## src/rtl/mlt_pkg.sv

```systemverilog
// Shared definitions for the complex-multiplier arbiter: word type and the
// round-robin winner search.
package mlt_pkg;

    localparam int MLT_W       = 48;
    localparam int MLT_MAX_REQ = 32;
    localparam int MLT_IDX_W   = $clog2(MLT_MAX_REQ);

    typedef logic [MLT_W-1:0] mlt_word_t;

    // Returns the first set request after ptr (wrapping over nreq lanes), or -1.
    function automatic int rrPick(input logic [MLT_MAX_REQ-1:0] valid,
                                  input int ptr,
                                  input int nreq);
        int idx;
        int win;
        win = -1;
        for (int k = 1; k <= MLT_MAX_REQ; k++) begin
            idx = (ptr + k >= nreq) ? (ptr + k - nreq) : (ptr + k);
            if (k <= nreq && win < 0 && valid[idx[MLT_IDX_W-1:0]]) begin
                win = idx;
            end
        end
        return win;
    endfunction

endpackage

```

## src/rtl/mlt_arbiter_if.sv

```systemverilog
// Requester, multiplier and response signals of the shared multiplier arbiter.
interface mlt_arbiter_if
    import mlt_pkg::*;
#(
    parameter int NREQ = 4,
    parameter int W    = MLT_W
);
    localparam int IDW = $clog2(NREQ);

    logic [NREQ-1:0]   req_valid;
    logic [NREQ-1:0]   req_ready;
    logic [NREQ*W-1:0] req_a;
    logic [NREQ*W-1:0] req_b;
    logic [W-1:0]      mlt_a;
    logic [W-1:0]      mlt_b;
    logic [W-1:0]      mlt_op;
    logic              rsp_valid;
    logic              rsp_ready;
    logic [IDW-1:0]    rsp_id;
    logic [W-1:0]      rsp_data;
    logic              busy;

    modport slave (
        input  req_valid, req_a, req_b, mlt_op, rsp_ready,
        output req_ready, mlt_a, mlt_b, rsp_valid, rsp_id, rsp_data, busy
    );

    modport master (
        output req_valid, req_a, req_b, mlt_op, rsp_ready,
        input  req_ready, mlt_a, mlt_b, rsp_valid, rsp_id, rsp_data, busy
    );

endinterface

```

## src/rtl/mlt_rsp_fifo.sv

```systemverilog
// Synchronous response FIFO with occupancy count; head entry is held until popped.
module mlt_rsp_fifo #(
    parameter int WIDTH = 50,
    parameter int DEPTH = 4,
    localparam int CNTW = $clog2(DEPTH + 1)
) (
    input  logic             clock,
    input  logic             reset,
    input  logic             pushEn_i,
    input  logic [WIDTH-1:0] pushData_i,
    input  logic             popReady_i,
    output logic             headValid_o,
    output logic [WIDTH-1:0] headData_o,
    output logic [CNTW-1:0]  count_o
);
    localparam int PW = (DEPTH > 1) ? $clog2(DEPTH) : 1;

    logic [WIDTH-1:0] mem_q [DEPTH];
    logic [PW-1:0]    wrPtr_q;
    logic [PW-1:0]    rdPtr_q;
    logic [CNTW-1:0]  count_q;
    logic             doPush;
    logic             doPop;

    // A push at full is only accepted when the head leaves on the same edge.
    assign doPop  = (count_q != '0) && popReady_i;
    assign doPush = pushEn_i && ((count_q != CNTW'(DEPTH)) || doPop);

    function automatic logic [PW-1:0] nextPtr(input logic [PW-1:0] p);
        return (p == PW'(DEPTH - 1)) ? '0 : p + 1'b1;
    endfunction

    always_ff @(posedge clock) begin
        if (doPush) begin
            mem_q[wrPtr_q] <= pushData_i;
        end
    end

    always_ff @(posedge clock or posedge reset) begin
        if (reset) begin
            wrPtr_q <= '0;
            rdPtr_q <= '0;
            count_q <= '0;
        end else begin
            if (doPush) wrPtr_q <= nextPtr(wrPtr_q);
            if (doPop)  rdPtr_q <= nextPtr(rdPtr_q);
            case ({doPush, doPop})
                2'b10:   count_q <= count_q + 1'b1;
                2'b01:   count_q <= count_q - 1'b1;
                default: count_q <= count_q;
            endcase
        end
    end

    assign headValid_o = (count_q != '0);
    assign headData_o  = mem_q[rdPtr_q];
    assign count_o     = count_q;

endmodule

```

## src/rtl/mlt_arbiter.sv

```systemverilog
// Round-robin arbiter sharing one complex multiplier, with requester-ID tagging
// through the multiplier latency and a credit-guarded response FIFO.
module mlt_arbiter
    import mlt_pkg::*;
#(
    parameter int NREQ       = 4,
    parameter int W          = MLT_W,
    parameter int MLT_LAT    = 1,
    parameter int FIFO_DEPTH = 4
) (
    input  logic         clock,
    input  logic         reset,
    mlt_arbiter_if.slave bus
);
    localparam int IDW  = $clog2(NREQ);
    localparam int FCW  = $clog2(FIFO_DEPTH + 1);
    localparam int CW   = $clog2(FIFO_DEPTH + MLT_LAT + 1);

    logic [IDW-1:0]     rrPtr_q, rrPtr_d;
    logic [W-1:0]       mltA_q, mltA_d;
    logic [W-1:0]       mltB_q, mltB_d;
    logic [MLT_LAT-1:0] tagValid_q;
    logic [IDW-1:0]     tagId_q [MLT_LAT];

    int                 winIdx;
    logic [IDW-1:0]     winId;
    logic [NREQ-1:0]    reqReady;
    logic               issue;
    logic [W-1:0]       selA, selB;
    logic [CW-1:0]      inflight;
    logic               hasCredit;
    logic [FCW-1:0]     fifoCount;
    logic               fifoValid;
    logic [IDW+W-1:0]   fifoHead;

    assign winIdx = rrPick(MLT_MAX_REQ'(bus.req_valid), int'(rrPtr_q), NREQ);
    assign winId  = winIdx[IDW-1:0];

    // Every op in flight has a reserved FIFO slot, so results are never dropped.
    always_comb begin
        inflight = '0;
        for (int i = 0; i < MLT_LAT; i++) begin
            inflight = inflight + CW'(tagValid_q[i]);
        end
        hasCredit = (CW'(fifoCount) + inflight) < CW'(FIFO_DEPTH);
    end

    always_comb begin
        reqReady = '0;
        if (!reset && hasCredit && winIdx >= 0) begin
            reqReady[winId] = 1'b1;
        end
        selA = '0;
        selB = '0;
        for (int i = 0; i < NREQ; i++) begin
            if (winIdx == i) begin
                selA = bus.req_a[i*W +: W];
                selB = bus.req_b[i*W +: W];
            end
        end
    end

    assign issue   = |reqReady;
    assign rrPtr_d = issue ? winId : rrPtr_q;
    assign mltA_d  = issue ? selA : mltA_q;
    assign mltB_d  = issue ? selB : mltB_q;

    always_ff @(posedge clock or posedge reset) begin
        if (reset) begin
            rrPtr_q    <= IDW'(NREQ - 1);
            mltA_q     <= '0;
            mltB_q     <= '0;
            tagValid_q <= '0;
            for (int i = 0; i < MLT_LAT; i++) begin
                tagId_q[i] <= '0;
            end
        end else begin
            rrPtr_q       <= rrPtr_d;
            mltA_q        <= mltA_d;
            mltB_q        <= mltB_d;
            tagValid_q[0] <= issue;
            tagId_q[0]    <= winId;
            for (int i = 1; i < MLT_LAT; i++) begin
                tagValid_q[i] <= tagValid_q[i-1];
                tagId_q[i]    <= tagId_q[i-1];
            end
        end
    end

    mlt_rsp_fifo #(
        .WIDTH (IDW + W),
        .DEPTH (FIFO_DEPTH)
    ) u_rsp_fifo (
        .clock       (clock),
        .reset       (reset),
        .pushEn_i    (tagValid_q[MLT_LAT-1]),
        .pushData_i  ({tagId_q[MLT_LAT-1], bus.mlt_op}),
        .popReady_i  (bus.rsp_ready),
        .headValid_o (fifoValid),
        .headData_o  (fifoHead),
        .count_o     (fifoCount)
    );

    assign bus.req_ready = reqReady;
    assign bus.mlt_a     = mltA_q;
    assign bus.mlt_b     = mltB_q;
    assign bus.rsp_valid = fifoValid;
    assign bus.rsp_id    = fifoHead[IDW+W-1:W];
    assign bus.rsp_data  = fifoHead[W-1:0];
    assign bus.busy      = (|tagValid_q) || (fifoCount != '0);

endmodule

```

## src/flat_wrapper.sv

```systemverilog
// flat-port wrapper written by rule: the top's interface ports become plain ports
module mlt_arbiter_flat import mlt_pkg::*;
#(
    parameter int NREQ       = 4,
    parameter int W          = MLT_W,
    parameter int MLT_LAT    = 1,
    parameter int FIFO_DEPTH = 4
)
  (clock, reset, bus_req_valid, bus_req_a, bus_req_b, bus_mlt_op, bus_rsp_ready, bus_req_ready, bus_mlt_a, bus_mlt_b, bus_rsp_valid, bus_rsp_id, bus_rsp_data, bus_busy);
  mlt_arbiter_if #(.NREQ(NREQ), .W(W)) bus_i ();
  input  logic clock;
  input  logic reset;
  input wire logic [$bits(bus_i.req_valid)-1:0] bus_req_valid;
  input wire logic [$bits(bus_i.req_a)-1:0] bus_req_a;
  input wire logic [$bits(bus_i.req_b)-1:0] bus_req_b;
  input wire logic [$bits(bus_i.mlt_op)-1:0] bus_mlt_op;
  input wire logic [$bits(bus_i.rsp_ready)-1:0] bus_rsp_ready;
  output wire logic [$bits(bus_i.req_ready)-1:0] bus_req_ready;
  output wire logic [$bits(bus_i.mlt_a)-1:0] bus_mlt_a;
  output wire logic [$bits(bus_i.mlt_b)-1:0] bus_mlt_b;
  output wire logic [$bits(bus_i.rsp_valid)-1:0] bus_rsp_valid;
  output wire logic [$bits(bus_i.rsp_id)-1:0] bus_rsp_id;
  output wire logic [$bits(bus_i.rsp_data)-1:0] bus_rsp_data;
  output wire logic [$bits(bus_i.busy)-1:0] bus_busy;
  assign bus_i.req_valid = bus_req_valid;
  assign bus_i.req_a = bus_req_a;
  assign bus_i.req_b = bus_req_b;
  assign bus_i.mlt_op = bus_mlt_op;
  assign bus_i.rsp_ready = bus_rsp_ready;
  assign bus_req_ready = bus_i.req_ready;
  assign bus_mlt_a = bus_i.mlt_a;
  assign bus_mlt_b = bus_i.mlt_b;
  assign bus_rsp_valid = bus_i.rsp_valid;
  assign bus_rsp_id = bus_i.rsp_id;
  assign bus_rsp_data = bus_i.rsp_data;
  assign bus_busy = bus_i.busy;
  mlt_arbiter #(.NREQ(NREQ), .W(W), .MLT_LAT(MLT_LAT), .FIFO_DEPTH(FIFO_DEPTH)) u_core (.clock(clock), .reset(reset), .bus(bus_i));
endmodule
```

## config.mk

```make
export PLATFORM = sky130hd
export DESIGN_NAME = mlt_arbiter_flat
export DESIGN_NICKNAME = d
export VERILOG_FILES = /design/src/rtl/mlt_pkg.sv /design/src/rtl/mlt_arbiter_if.sv /design/src/rtl/mlt_rsp_fifo.sv /design/src/rtl/mlt_arbiter.sv /design/src/flat_wrapper.sv
export SDC_FILE = /design/constraint.sdc
export NUM_CORES = 1
export LEC_CHECK = 0
export CAP_MARGIN = 20
export CORE_AREA = 2 2 229 231
export CTS_CLUSTER_DIAMETER = 50
export DETAILED_ROUTE_END_ITERATION = 10
export DIE_AREA = 0 0 231 233
export PLACE_DENSITY_LB_ADDON = 0.05
export SYNTH_ARGS = -nofsm -noshare
export SYNTH_HDL_FRONTEND = slang
export SYNTH_SLANG_ARGS = --single-unit
```

## constraint.sdc

```tcl
create_clock -name clock -period 7.73 [get_ports clock]
set_clock_uncertainty 0.15 [all_clocks]
set_input_delay 1.546 -clock clock [delete_from_list [all_inputs] [get_ports clock]]
set_output_delay 1.546 -clock clock [all_outputs]
set_load 0.01 [all_outputs]
```

==> results.py <==
metrics = {
    "clock_tree": {
        "tritoncts": "yes",
        "clk_pin_slew_ns": 0.05,
        "cts_buffers": 47,
        "cts-root-buf": "clkbuf_16",
        "htreeDepth": 2,
        "clk-insertion-delay-late_ns": 0.57,
        "cts_sinks": 308,
        "clockBufferDepth": 3,
        "post_cts_buffers": 0,
        "ctsResizeCount": 0,
        "holdBufCountCts": 0,
    },
    "detailed_routing": {
        "final_antenna_net_count": 0,
        "routed_wl_um": 55800,
        "first_pass_iters": 4,
        "vias": 10400,
        "vias_per_cell": 4.68,
        "post_drt_wl_per_cell_um": 25.1,
        "drc": 0,
        "drt-initial-drc-count": 460,
    },
    "finish": {
        "final_nets": 1948,
        "fillers": 4756,
        "area_delta_synth_final_pct": 58.4,
        "drive_gt1_frac": 0.151,
        "stdcell_count": 2222,
    },
    "job": {
        "maxCapViolCount": 0,
    },
    "run_status": {
        "status": "complete, no violations",
    },
    "setup_path": {
        "cp.required_ns": 6.03,
        "cp_max_fo": 60,
        "reg2reg_from": "u_core.rrPtr_q[0]",
        "worstPathArrival_ns": 4.60,
        "critPathLaunch": "u_core.rrPtr_q[0]",
        "crit_path_end": "bus_req_ready[2]",
        "rr_worst_depth": 11,
        "reg2reg_slack_ns": 2.99,
        "endpoint_kind": "output port",
        "crit_type": "reg2out",
        "r2r-end": "u_core.bus.mlt_a[5]",
        "start_kind": "flop",
    },
    "sta": {
        "period_share": 0.814,
        "hold_viol": 0,
        "rsz0062_at_grt": "false",
        "setup_violations": 0,
        "max_slew_margin": 0.336,
        "worstMarginPinSlew_ns": 0.996,
        "fmax_mhz": 159,
        "min_period_ns": 6.29,
        "slew_violations": 0,
        "finalSetupTns_ns": 0,
    },
    "floorplanning": {
        "dieWidth_um": 231,
        "num_rows": 83,
        "start_util": 0.274,
        "die_y_um": 233,
        "die_area_mm2": 0.0538,
        "core_area_mm2": 0.0511,
        "pin_count": 591,
    },
    "synthesis": {
        "synthTopCellsByArea": "edfxtp_1 (43%), dfrtp_1 (19%), mux4_2 (8.0%)",
        "seq_area_frac_synth": 0.621,
        "syn_area_mm2": 0.0140,
        "ys_warn_count": 0,
        "synthesis.nets": 1359,
        "synth_seq_cells": 308,
        "ys_types": 56,
        "synth_edf_count": 200,
        "synth_flop_cell": "edfxtp_1",
        "synth.most_common_cell": "edfxtp_1",
        "synth_common_cells": "edfxtp_1 (200), dfrtp_1 (106), mux2i_1 (100)",
        "synthArstFlopShare": 0.351,
        "yosysTopAreaCell": "edfxtp_1",
        "syn_inst": 909,
        "synth.avg_cell_area_um2": 15.4,
        "synthDominantCellAreaShare": 0.428,
    },
    "global_route": {
        "track_usage": 0.204,
        "grt_antenna_before_repair": 18,
        "grt_pass1_wl_um": 79500,
        "grt_pass1_vias": 11600,
        "grt_remaining_overflow": 0,
        "grt_max_degree": 67,
    },
    "power": {
        "power.switching_uw": 3240,
        "swShare": 0.359,
        "power_frac_clock": 0.246,
        "ir_drop_mv": 0.190,
        "power_density_mw_per_mm2": 407,
        "combPwrFrac": 0.470,
        "p_int_uw": 5790,
        "p_seq_frac": 0.284,
        "p_leak_uw": 0.00806,
    },
    "placement": {
        "place_inst": 2129,
        "portBuffers": 590,
        "gp_congestion": 0.894,
        "dp_hpwl_um": 40200,
    },
    "worst_hold_path": {
        "min_path_type": "reg2reg",
        "hold_path_depth": 2,
    },
}
[critical path: stages, from the launching register on]
cell	delay, ns
dfstp_2	0.73
inv_1	0.23
ha_1	0.49
mux2_1	0.37
nor3b_2	0.18
nor3_1	0.36
o21bai_4	0.28
nand3_2	0.14
buf_4	0.60
inv_1	0.09
clkdlybuf4s50_1	0.50
[power groups by stage]
stage / Combinational (µW) / Clock, µW / Sequential (µW)
floorplan: 2550 / 0 / 2570
global placement: 4320 / 0 / 2590
detailed placement: 4330 / 0 / 2590
CTS: 4340 / 2290 / 2570
global route: 4570 / 2360 / 2620
finish: 4250 / 2220 / 2570
[placed cells by master (no fill, tap or decap), types with 3 or more instances in the layout]
master,synthesis,layout
ha_1,10,10
o22ai_1,50,50
mux4_2,50,50
and2_2,0,4
nor2b_1,3,3
nor2_1,66,66
diode_2,0,9
nand3_1,4,3
a22oi_1,18,18
clkinv_2,0,3
xnor2_1,3,3
bufinv_16,0,8
clkdlybuf4s50_1,0,590
mux2_2,4,4
inv_1,10,9
clkbuf_1,16,12
nand2_1,45,44
a211oi_1,52,52
o22ai_2,9,9
a211oi_2,10,10
mux2i_1,100,100
nor3_1,4,4
edfxtp_1,200,200
clkbuf_8,0,4
o21ai_0,3,3
or2_2,3,3
a22oi_2,20,20
o211ai_2,28,28
buf_4,12,17
dfrtp_1,106,104
o211ai_1,9,9
a21oi_1,3,3
clkbuf_16,0,47
[final cells by class]
cell class / instances / area (µm²) / area share
Multi-Input combinational cell: 522 / 4900 / 0.221
Inverter: 12 / 50.0 / 0.00225
Sequential cell: 308 / 8720 / 0.393
Timing Repair Buffer: 607 / 6030 / 0.272
Antenna cell: 9 / 22.5 / 0.00101
Clock inverter: 21 / 352 / 0.0158
Tap cell: 680 / 851 / 0.0383
Clock buffer: 63 / 1280 / 0.0575
[state kept, by name, indices dropped and copies added (netlist names)]
signal / count
u_core.bus.mlt_a: 48
u_core.tagValid_q: 1
u_core.tagId_q: 2
u_core.u_rsp_fifo.wrPtr_q: 2
u_core.u_rsp_fifo.rdPtr_q: 2
u_core.u_rsp_fifo.mem_q: 200
u_core.bus.mlt_b: 48
u_core.u_rsp_fifo.count_o: 3
u_core.rrPtr_q: 2
[how the worst min path moves through the flow]
| stage | endpoint | from | slack [ns] |
|---|---|---|---|
| final | u_core.bus.mlt_a[26] | u_core.bus.mlt_a[26] | 0.34 |
| after global routing | u_core.bus.mlt_a[24] | u_core.bus.mlt_a[24] | 0.36 |
| after CTS | u_core.bus.mlt_a[26] | u_core.bus.mlt_a[26] | 0.34 |
| after detailed placement | u_core.bus.mlt_a[26] | u_core.bus.mlt_a[26] | 0.33 |
| after global placement | u_core.bus.mlt_a[23] | u_core.bus.mlt_a[23] | 0.33 |
| after floorplan | u_core.u_rsp_fifo.mem_q[0][48] | u_core.tagId_q[0] | 0.30 |
[cell families after synthesis]
logic type / Yosys count / synth area share
AO/OA/AOI/OAI: 216 / 0.136
adder cells (fa/ha/maj): 11 / 0.0104
AND/OR/NAND/NOR: 136 / 0.0418
buffers and inverters: 79 / 0.0320
multiplexers: 156 / 0.157
XOR/XNOR: 3 / 0.00187
flip-flops: 308 / 0.621
[layer usage]
layer / vias up / global-route usage / wire length, µm
met5: - / 0.0129 / 106
met4: 18 / 0.0808 / 1590
met3: 100 / 0.0792 / 4850
met2: 348 / 0.353 / 28500
met1: 5121 / 0.225 / 20800
li1: 4816 / - / -
[per-stage QoR]
| stage | util | hold WS [ns] | power (µW) | cell area [µm²] | setup WS [ns] |
|---|---|---|---|---|---|
| after CTS | 0.434 | 0.344 | 9210 | 22200 | 1.40 |
| after global placement | 0.402 | 0.330 | 6910 | 20600 | 1.50 |
| after global routing | 0.435 | 0.360 | 9550 | 22200 | 1.18 |
| final | 0.435 | 0.341 | 9040 | 22200 | 1.44 |
| after floorplan | - | 0.305 | 5120 | 14000 | 3.02 |
| after detailed placement | 0.402 | 0.335 | 6920 | 20600 | 1.49 |
Note: power is estimated with default switching activity, not from simulation.
==> RTL change: new RTL, same settings <==
Reset style: synchronous (`reset`), changed in 2 clocked blocks.
--- a/src/rtl/mlt_rsp_fifo.sv
+++ b/src/rtl/mlt_rsp_fifo.sv
@@ -36,7 +36,7 @@
         end
     end
 
-    always_ff @(posedge clock or posedge reset) begin
+    always_ff @(posedge clock) begin
         if (reset) begin
             wrPtr_q <= '0;
             rdPtr_q <= '0;
--- a/src/rtl/mlt_arbiter.sv
+++ b/src/rtl/mlt_arbiter.sv
@@ -65,7 +65,7 @@
     assign mltA_d  = issue ? selA : mltA_q;
     assign mltB_d  = issue ? selB : mltB_q;
 
-    always_ff @(posedge clock or posedge reset) begin
+    always_ff @(posedge clock) begin
         if (reset) begin
             rrPtr_q    <= IDW'(NREQ - 1);
             mltA_q     <= '0;
Check against the original RTL: differs if reset is asserted again (counterexample within 4 cycles, from zero or initial values and one cycle with reset high); with reset held inactive, the same outputs for 4 cycles.
==> RTL change against the unedited design <==
Cell count increased by 9.6%; clock power down 11%; via count rose by 24%; setup slack got worse by 370 ps; fmax fell by 5.6%; area after synthesis is 8.2% higher; combinational power rose by 40%; largest cell class unchanged; total power increased by 16%; wire length is 15% higher; sequential cell count grew 2; design area grew 3.7%.
==> RTL change: results (changes against the unedited design) <==
sta:
  timing.hold.ws_ps: 311  # -30.5 ps
  slew_headroom: 0.306  # -0.0300
clocking:
  clock_latency_ps: 570  # about the same
  cts_made_buffers: 46  # -2.1%
  clkTransAtPathRegs_ps: 40
  clk_path_buf_depth: 3  # unchanged
  ctsResizeCount: 0  # unchanged
worst_setup_path:
  r2r_end: "u_core.bus.mlt_b[4]$_SDFFE_PP0P_"
  cp-endpoint: "bus_req_ready[2]"
  cp.arrival_ps: 4970  # +370 ps
  r2r_setup_slack_ps: 2560  # -430 ps
  critical_path.max_fanout: 31  # -48%
  r2r_start: "u_core.rrPtr_q[0]$_SDFFE_PP1P_"
  worstRegToRegCells: 10  # -1
  setup.worst_path.start: "bus_req_valid[3]"
finish:
  drive_above_1_share: 0.0939  # -0.0574
  area.growth.synth_to_final_pct: 51.8
  top_register: "u_core.u_rsp_fifo.mem_q"
  nets: 2148  # +10%
  largest_register_ffs: 200  # unchanged
  fillCellCount: 4783  # +0.57%
drt:
  dr_wl_met3_um: 4580  # -5.4%
  drt_iter0_drc: 683  # +48%
  wl_met2_um: 32500  # +14%
  vias: 12900  # +24%
  met1_length_um: 25300  # +22%
  dr.pass1.iters: 5  # +1
  wl_per_cell_um: 26.4  # +5.0%
  top_layer_used: "met5"
placement:
  dpl_cell_area_um2: 21500  # +4.8%
  placement.io_buffers: 590  # unchanged
  hpwl_um: 43700  # +8.7%
  gp_congestion: 0.865  # -3.3%
global_route:
  grt_antenna_before_repair: 26  # +8
  use_met3: 0.0684  # -0.0108
  grt_overflow_total: 0  # unchanged
  use_met1: 0.273  # +0.0488
  grt_max_degree: 79  # +18%
  grt_pass1_wl_um: 93100  # +17%
  grt_pass1_vias: 13800  # +19%
  track_usage: 0.233  # +0.0289
  use_met2: 0.399  # +0.0460
synth:
  yosysSeqAreaShare: 0.541  # -0.0803
  synth_common_cells: "edfxtp_1, dfxtp_1, inv_1, clkbuf_1, o211ai_1"
  ys_types: 47  # -16%
  synth_area_leaders: "edfxtp_1, dfxtp_1, mux4_2"
  yosys_warnings: 0  # unchanged
  synth_nets: 1628  # +20%
  synthArstFlopShare: 0  # -0.351
  synth_edf_count: 200  # unchanged
worst_hold_path:
  hold_path.class: "flip-flop to flip-flop"
  min_delay_path_depth: 1  # -1
  hp-start: "u_core.bus.mlt_b[5]$_SDFFE_PP0P_"
  whs_endpoint: "u_core.bus.mlt_b[5]$_SDFFE_PP0P_"
run_status:
  status: "finished, final reports clean"
power:
  ir_drop_v: 0.000403  # +110%
  leakage_uw: 0.00771  # -4.4%
==> RTL change: changes by cell type in the layout (fill, tap and decap cells not counted), moves of 49 or more <==
cell	change
a211oi_1	-51
o211ai_1	+90
o31a_1	+96
inv_1	+94
o2111ai_1	+96
o22ai_1	-49
dfrtp_1	-104
dfxtp_1	+107
mux2i_1	-94
nand3b_1	+95
a32o_1	+96
nor2_1	-53
==> RTL change: kinds of logic (layout without fill, tap and decap cells) <==
logic type,count (synthesis),in the layout,share of synthesized area
adders and majority gates,11,11,0.00957
buffers and inverters,244,801,0.0690
muxes,60,60,0.0814
xor gates and xnor gates,3,3,0.00173
AOI/OAI and AO/OA,411,411,0.235
and+or+nand+nor,139,139,0.0624
DFF,310,310,0.541
other,0,20,0
==> RTL change: critical path, stage by stage <==
cell,delay [ps]
clkdlybuf4s50_1,440
mux2i_1,350
o22ai_1,220
o2111ai_4,830
o211ai_1,660
nor3_1,320
clkdlybuf4s50_1,580
==> RTL change: final cells by class <==
class,instances,share of cell area
Sequential cell,310,0.357
Timing Repair Buffer,613,0.264
Multi-Input combinational cell,624,0.260
Clock buffer,66,0.0559
Tap cell,680,0.0369
Inverter,103,0.0168
Clock inverter,19,0.00690
Antenna cell,20,0.00217
==> RTL change: report_power, final <==
part | internal (uW) | leakage (uW) | switching, uW
logic | 2380 | 0.00425 | 3570
clock network | 1190 | 0.000704 | 783
registers | 2290 | 0.00275 | 252
==> RTL change: through the flow <==
stage / setup WS, ps / power (uW) / instances
floorplan: 2790 / 6270 / 1178
detailed placement: 1090 / 8560 / 2330
global placement: 1140 / 8510 / 2330
finish: 1070 / 10500 / 2435
CTS: 1070 / 10600 / 2415
global route: 903 / 11100 / 2433
